### config.mk
export PLATFORM = sky130hd
export DESIGN_NAME = instruction_fetch_unit
export DESIGN_NICKNAME = d
export VERILOG_FILES = /design/src/rtl/instruction_fetch_unit.sv
export SDC_FILE = /design/constraint.sdc
export NUM_CORES = 1
export LEC_CHECK = 0
export CAP_MARGIN = 15
export CORE_AREA = 5 5 94 118
export CTS_CLUSTER_DIAMETER = 60
export CTS_CLUSTER_SIZE = 10
export DETAILED_ROUTE_END_ITERATION = 8
export DIE_AREA = 0 0 99 123
export PLACE_DENSITY = 0.72
export SETUP_SLACK_MARGIN = 0.1
export SLEW_MARGIN = 5
export SYNTH_ARGS = -nofsm -noshare
export SYNTH_HDL_FRONTEND = slang
export SYNTH_SLANG_ARGS = --single-unit
### constraint.sdc
create_clock -name clk -period 3.9 [get_ports clk]
set_input_delay 0.39 -clock clk [delete_from_list [all_inputs] [get_ports clk]]
set_output_delay 0.39 -clock clk [all_outputs]
set_load 0.02 [all_outputs]
### src/rtl/instruction_fetch_unit.sv
// instruction_fetch_unit: program counter, ROM fetch pipeline and valid/ready
// instruction output with a 1-entry skid buffer.
module instruction_fetch_unit #(
  parameter int ADDR_W = 16,
  parameter int DATA_W = 16,
  parameter logic [ADDR_W-1:0] RESET_PC = '0
) (
  input  logic              clk,
  input  logic              rst_n,
  output logic [ADDR_W-1:0] rom_addr,
  input  logic [DATA_W-1:0] rom_data,
  input  logic              halt,
  input  logic              jump_en,
  input  logic [ADDR_W-1:0] jump_addr,
  output logic [DATA_W-1:0] instr,
  output logic [ADDR_W-1:0] instr_pc,
  output logic              instr_valid,
  input  logic              instr_ready
);
  logic [ADDR_W-1:0] pc, b_pc, s_pc;
  logic [DATA_W-1:0] s_instr;
  logic b_valid, s_valid, out_free, s_valid_next, fetch_go;

  assign rom_addr = pc;

  // Fetching stops whenever the skid entry will be occupied, so S and B are never both full.
  always_comb begin
    out_free = !instr_valid || instr_ready;
    s_valid_next = !out_free && (s_valid || b_valid);
    fetch_go = !halt && !s_valid_next;
  end

  always_ff @(posedge clk or negedge rst_n) begin
    if (!rst_n) begin
      pc <= RESET_PC;
      b_pc <= '0;
      b_valid <= 1'b0;
      s_pc <= '0;
      s_instr <= '0;
      s_valid <= 1'b0;
      instr <= '0;
      instr_pc <= '0;
      instr_valid <= 1'b0;
    end else if (jump_en) begin
      pc <= jump_addr;
      b_valid <= 1'b0;
      s_valid <= 1'b0;
      instr_valid <= 1'b0;
    end else begin
      if (out_free) begin
        instr_valid <= s_valid || b_valid;
        if (s_valid) begin
          instr <= s_instr;
          instr_pc <= s_pc;
        end else if (b_valid) begin
          instr <= rom_data;
          instr_pc <= b_pc;
        end
      end else if (b_valid) begin
        s_instr <= rom_data;
        s_pc <= b_pc;
      end
      s_valid <= s_valid_next;
      b_valid <= fetch_go;
      if (fetch_go) begin
        b_pc <= pc;
        pc <= pc + 1'b1;
      end
    end
  end
endmodule

After elaboration in Yosys (flattened, before gate mapping):

Index checks and enable logic that the tools add are counted.

* bits of input ports: 37
* logic and storage cells: 36
* flip-flop bits (word level): 99
* output and inout port bits: 49

* add/sub/neg operators: 1
* bitwise gates (word level): 2
* reductions and logical operators: 14
* muxes and demuxes: 10

Operators with widths (count)
* $mux 16: 6
* $add 16x1->16 const B: 1
* $reduce_and 3->1: 2
* $reduce_bool 2->1: 3
* $logic_not 1->1: 4
* $mux 1: 4
* $logic_and 1x1->1: 2
* $logic_or 1x1->1: 2
* $not 1->1: 2
* $reduce_and 2->1: 1

Longest topological paths before layout:

Gate-level depths: netlist (run 1).

* word-level depth: 8
* mapped depth: 8
* mapped depth without buffers: 5

Least setup slack after synthesis (run 1):

Ideal clock, no wire load.

* path type: reg-to-reg
* from: reg s_valid
* to: reg b_pc[10]
* library setup time: 0.125 ns
* path buffers: 4
* period minus slack after synthesis: 1.874 ns
* data arrival time: 1.749 ns
* data required time: 3.775 ns
* cell stages (with the launch flop): 9
* setup slack: 2.026 ns
* cells stage by stage: dfrtp_1 buf_2 or2_1 buf_2 a21oi_4 and2_1 buf_4 buf_6 mux2_2

* word-level cells in the longest chain between the ends: 5

Ends and longest elaborated chain
* start, declared: line 22 `logic b_valid, s_valid, out_free, s_valid_next, fetch_go;`
* start signal, assigned: line 63 `s_valid <= s_valid_next;`
* $logic_or 1x1->1: line 29 `s_valid_next = !out_free && (s_valid || b_valid);`
* $logic_and 1x1->1: line 29
* $logic_not 1->1: line 30 `fetch_go = !halt && !s_valid_next;`
* $logic_and 1x1->1: line 30
* $reduce_and 2->1 (no source line)
* end signal, assigned: line 66 `b_pc <= pc;`
* end, declared: line 20 `logic [ADDR_W-1:0] pc, b_pc, s_pc;`

No other way between the ends.
A chain may end at the register's enable or synchronous reset.

Worst setup path after layout (run 1):

* from: reg s_valid
* to: reg b_pc[9]

Same word-level chain as after synthesis.

==> results.txt, run 1 <==
status: finished, final reports clean
final antenna-violating net count: 0
clk_skew: 0.00244 ns
Final TNS setup: 0 ns
slew at the pin closest to its max-slew limit: 1.02 ns
Ports: 86
Avg WL per Cell: 15.2 um
Final Max Tran Viols: 0
chip height: 123 um
GR Util All Layers: 15.1%
cts hold-fix bufs: 0
P&R area growth vs syn: 28.9%
Final Wtd Congestion: 0.743
Unique masters post-synth: 42
CTS sink cnt: 99
DR vias: 2997
post-cts sizing count: 0
critical path capture point type: flop
Initial Util: 43.8%
final WL: 8.73 mm
post-route cell area: 0.00559 mm^2
Mean Syn Cell Area: 11.9 um^2
slew margin rel.: 32.1%
synth warn: 0
post-CTS setup buffers: 0
reg2reg path depth: 4
CTS Buffer Depth: 2
Synth Register Bits: 99
most frequent cells in the layout: 98 x dfrtp_1, 84 x clkdlybuf4s50_1, 47 x mux2_2
DRC violations left: 0
RSZ-0062 raised after global routing: no
ys async rst share: 100%
Final Hold Vio Count: 0
initial antenna violation count: 0
Post-Synthesis Cells: 364
final-stage net count: 480
Worst Setup Start Kind: flop
Post-DP HPWL: 6.02 mm
worst-path maximum fanout: 34
grt peak-use layer: met2
Power Density: 521 mW/mm^2
Core Box Area: 0.00990 mm^2
main combinational cell family by area after synthesis: multiplexers
data arrival time of the worst path: 2.86 ns
Hold Path Class: input port to async pin
syn nets: 402
via density per instance: 5.20
placed instance area: 0.00528 mm^2
M1 GR Usage: 19.7%
CP required: 4.12 ns
PortBufs: 85
Clk Latency, worst-skew pair: 0.34 ns
adder and majority gate portion of the synthesized area: 0.289%
sequential area share after synthesis: 57.2%
pin count of the biggest net entering global routing: 79
CTS root buffer: clkbuf_16
Post-Synth XOR/XNOR Area: 1.41%
Synth Area in Simple Gates: 9.24%
Main synth FF type: dfrtp_1
vias in the first global route: 2910
clock buffer count from CTS: 9
CTS tree: yes
commonest non-fill, non-tap cell in the layout: dfrtp_1
Inserted Diodes: 0
GRT overflow: 0
compound-gate portion of the synthesized area: 8.86%
FP Rows: 41
setup violators final: 0
GR met2 Demand/Resource: 24.0%
met3 usage: 3.10%
first-pass GRT wire length: 14.5 mm
Max Clock Freq: 0.379 GHz
mapped cell area: 0.00433 mm^2
minimum clock period: 2.64 ns
Initial DRC Count: 128
clk slew on worst S/H paths: 0.06 ns
drt first pass iters: 5
Leak: 0.00227 uW
number of flops mapped to enable cells by yosys: 0
die footprint: 0.0122 mm^2
Final period util: 67.6%
kind of critical path: flop to flop
htree depth: 3
Max Cap Viol: 0
multiplexer share of the synthesized area: 20.1%
Die W: 99 um
layout cells sized above 1: 16.6%
VDD IR max: 225 uV
==> cell families after synthesis <==
| logic type | count (synthesis) |
|---|---|
| XOR/XNOR | 7 |
| AO/OA/AOI/OAI | 67 |
| buffers and inverters | 27 |
| AND/OR/NAND/NOR | 82 |
| multiplexers | 81 |
| flip-flops | 99 |
| adder cells (fa/ha/maj) | 1 |
==> cells in the mapped netlist (2+ instances only) <==
master	n	share of area [%]
dfrtp_1	99	57
mux2_2	47	12
nor2_1	39	3.4
a21oi_1	36	4.2
mux2i_1	33	7.6
nand2_1	12	1.0
o21ai_0	12	1.4
clkbuf_1	11	0.95
nand3_1	8	0.92
a31oi_1	6	0.87
buf_2	6	0.69
xnor2_1	6	1.2
or4_1	5	0.87
a211oi_1	4	0.69
inv_1	4	0.35
o31ai_1	4	0.69
buf_1	3	0.26
buf_6	2	0.52
nor2b_1	2	0.29
o211ai_1	2	0.35
or2_1	2	0.29
==> where the power goes <==
group / switching [uW] / internal [uW]
logic: 303 / 339
registers: 129 / 1220
clock network: 362 / 557
total: 793 / 2110
==> stage by stage <==
stage                     power, uW  cells  setup WS (ns)  hold slack [ns]  util, %
after floorplan                1690    364           2.03           0.0944        -
after global placement         2000    560           1.34            0.468     53.3
after detailed placement       2020    560           1.29            0.481     53.3
after CTS                      2940    576           1.29            0.237     56.4
after global routing           3060    576           1.16            0.311     56.4
final                          2910    576           1.26            0.194     56.4
==> sequential cells by signal (all words and copies together), names as in the netlist <==
| name | cells |
|---|---|
| rom_addr | 16 |
| s_instr | 16 |
| s_valid | 1 |
| instr | 16 |
| b_valid | 1 |
| b_pc | 16 |
| instr_pc | 16 |
| instr_valid | 1 |
| s_pc | 16 |
==> worst paths after layout <==
kind / start / endpoint / slack, ns
worst min register to register: s_instr[6] / s_instr[6] / 0.49
min in group clk: s_instr[6] / s_instr[6] / 0.49
worst min-delay path: rst_n / instr[2] / 0.19
worst max-delay path: s_valid / b_pc[9] / 1.26
max in group asynchronous: rst_n / rom_addr[4] / 2.82
worst max register to register: s_valid / b_pc[9] / 1.26
==> per-layer routing <==
layer	wire, um	vias to the layer above
li1	-	1456
met5	0	-
met4	208	0
met1	3910	1443
met2	4210	81
met3	400	17
==> worst max-delay path, stage by stage, from the launching register on <==
cell and delay, ns:
dfrtp_2 0.76, or2_1 0.51, a21oi_4 0.20, and2_1 0.62, mux2_2 0.41
==> layout make-up <==
class                   count  area, um^2
clock inverters             6        80.1
repair buffers             90         886
multi-input cells         238        1740
well taps                 129         161
flip-flops and latches     99        2480
fillers                   806        4320
clock buffers              10         229
inverters                   4        15.0
(Power assumes the default switching activity.)
==> run 2: changes to the inputs <==
clock period = 2.5 ns   (was 3.9 ns; I/O delays follow)
==> results.txt, run 2 (synthesis gave the netlist of run 1 again) <==
status: finished, final reports clean
pin count of the biggest net entering global routing: 65
Initial Util: 43.8%
reg2reg path depth: 5
Hold Path Class: input port to flop
CTS Buffer Depth: 2
CTS root buffer: clkbuf_16
GR Util All Layers: 14.4%
RSZ-0062 raised after global routing: no
Final period util: 78.3%
PortBufs: 85
Max Clock Freq: 0.511 GHz
CP required: 2.76 ns
Initial DRC Count: 101
most frequent cells in the layout: 98 x dfrtp_1, 84 x clkdlybuf4s50_1, 47 x mux2_2
final-stage net count: 485
post-CTS setup buffers: 0
setup violators final: 0
Leak: 0.00228 uW
clk_skew: 0.00432 ns
htree depth: 3
drt first pass iters: 4
DP Worst Slack: 0.362 ns
Inserted Diodes: 0
slew at the pin closest to its max-slew limit: 0.785 ns
RR Startpoint: rom_addr[0]
initial antenna violation count: 0
via density per instance: 5.08
Core Box Area: 0.00990 mm^2
VDD IR max: 311 uV
critical path capture point type: flop
Max Cap Viol: 0
FP Rows: 41
placed instance area: 0.00534 mm^2
Clk Latency, worst-skew pair: 0.34 ns
Final Wtd Congestion: 0.847
clk slew on worst S/H paths: 0.07 ns
GRT overflow: 0
reg2reg end: rom_addr[14]
minimum clock period: 1.96 ns
Critical Path Start: rom_addr[0]
Post-DP HPWL: 6.05 mm
P&R area growth vs syn: 30.2%
Avg WL per Cell: 15.0 um
die footprint: 0.0122 mm^2
Setup crit end: rom_addr[14]
CTS sink cnt: 99
layout cells sized above 1: 17.5%
Final Hold Vio Count: 0
Final TNS setup: 0 ns
Ports: 86
post-cts sizing count: 0
vias in the first global route: 2895
Power Density: 782 mW/mm^2
commonest non-fill, non-tap cell in the layout: dfrtp_1
data arrival time of the worst path: 2.22 ns
post-route cell area: 0.00564 mm^2
Final Worst Setup Slack: 0.542 ns
worst reg2reg setup slack: 0.54 ns
clock buffer count from CTS: 9
chip height: 123 um
final antenna-violating net count: 0
first-pass GRT wire length: 14.0 mm
kind of critical path: flop to flop
slew margin rel.: 47.1%
CTS tree: yes
DR vias: 2952
Die W: 99 um
Final Max Tran Viols: 0
worst-path maximum fanout: 7
Worst Setup Start Kind: flop
final WL: 8.69 mm
DRC violations left: 0
fillers: 834
-- run 2: changes by cell type in the layout (fill, tap and decap cells not counted), sizes merged --
cell         previous run  this run
buf                     6        10
bufinv                  2         0
clkinv                  4         3
clkbuf                 10        11
clkinvlp                0         2
dlygate4sd3             0         1
-- run 2: metrics by stage --
step	total power, uW	hold slack [ns]	std cells	util [%]
floorplan	2640	-0.0456	364	-
global placement	3120	0.333	564	54.0
detailed placement	3160	0.346	564	54.0
CTS	4470	0.468	581	57.0
global route	4620	0.479	581	57.0
finish	4410	0.479	581	57.0
-- run 2: worst min-delay path by stage --
stage / start / to / slack (ns) / depth (start not counted)
after global routing: jump_addr[4] / rom_addr[4] / 0.48 / 3
after floorplan: rst_n / b_pc[0] / -0.05 / 0
after global placement: rst_n / s_instr[1] / 0.33 / 1
after CTS: jump_addr[4] / rom_addr[4] / 0.47 / 3
final: jump_addr[8] / rom_addr[8] / 0.48 / 3
after detailed placement: rst_n / instr[3] / 0.35 / 1
-- run 2: final cells by class --
type	count	area, um^2	area share, %
Clock buffer	11	253	4.48
Clock inverter	5	37.5	0.665
Inverter	4	15.0	0.266
Multi-Input combinational cell	238	1740	30.7
Sequential cell	99	2480	43.9
Tap cell	129	161	2.86
Timing Repair Buffer	95	963	17.1
-- run 2: per-layer routing --
metal  vias to the layer above  GRT usage [%]  wire (um)  part of all wire, %
met5                         -              0          0                    0
met4                         0           6.75        157                  1.8
met3                         8           2.54        339                  3.9
met2                        71           23.5       4330                   50
met1                      1409           18.6       3860                   44
li1                       1464              -          -                    -
-- run 2: critical path: stages (launching register included) --
cell     delay (ns)
dfrtp_1        0.44
ha_1           0.22
and3b_1        0.18
o21ai_0        0.29
or4_1          0.59
a31oi_1        0.17
-- run 2: what timing repair did --
| item | 4_1_cts | 5_1_grt |
|---|---|---|
| endpoints found under the setup margin | 0 | 0 |
| hold buffers | 1 | 0 |
| endpoints found under the hold margin | 53 | 0 |
-- run 2: report_power, final --
| part | internal, uW | total (uW) | switching (uW) |
|---|---|---|---|
| Combinational | 538 | 1010 | 472 |
| Sequential | 1900 | 2100 | 199 |
| Clock | 730 | 1300 | 572 |
| Total | 3170 | 4410 | 1240 |
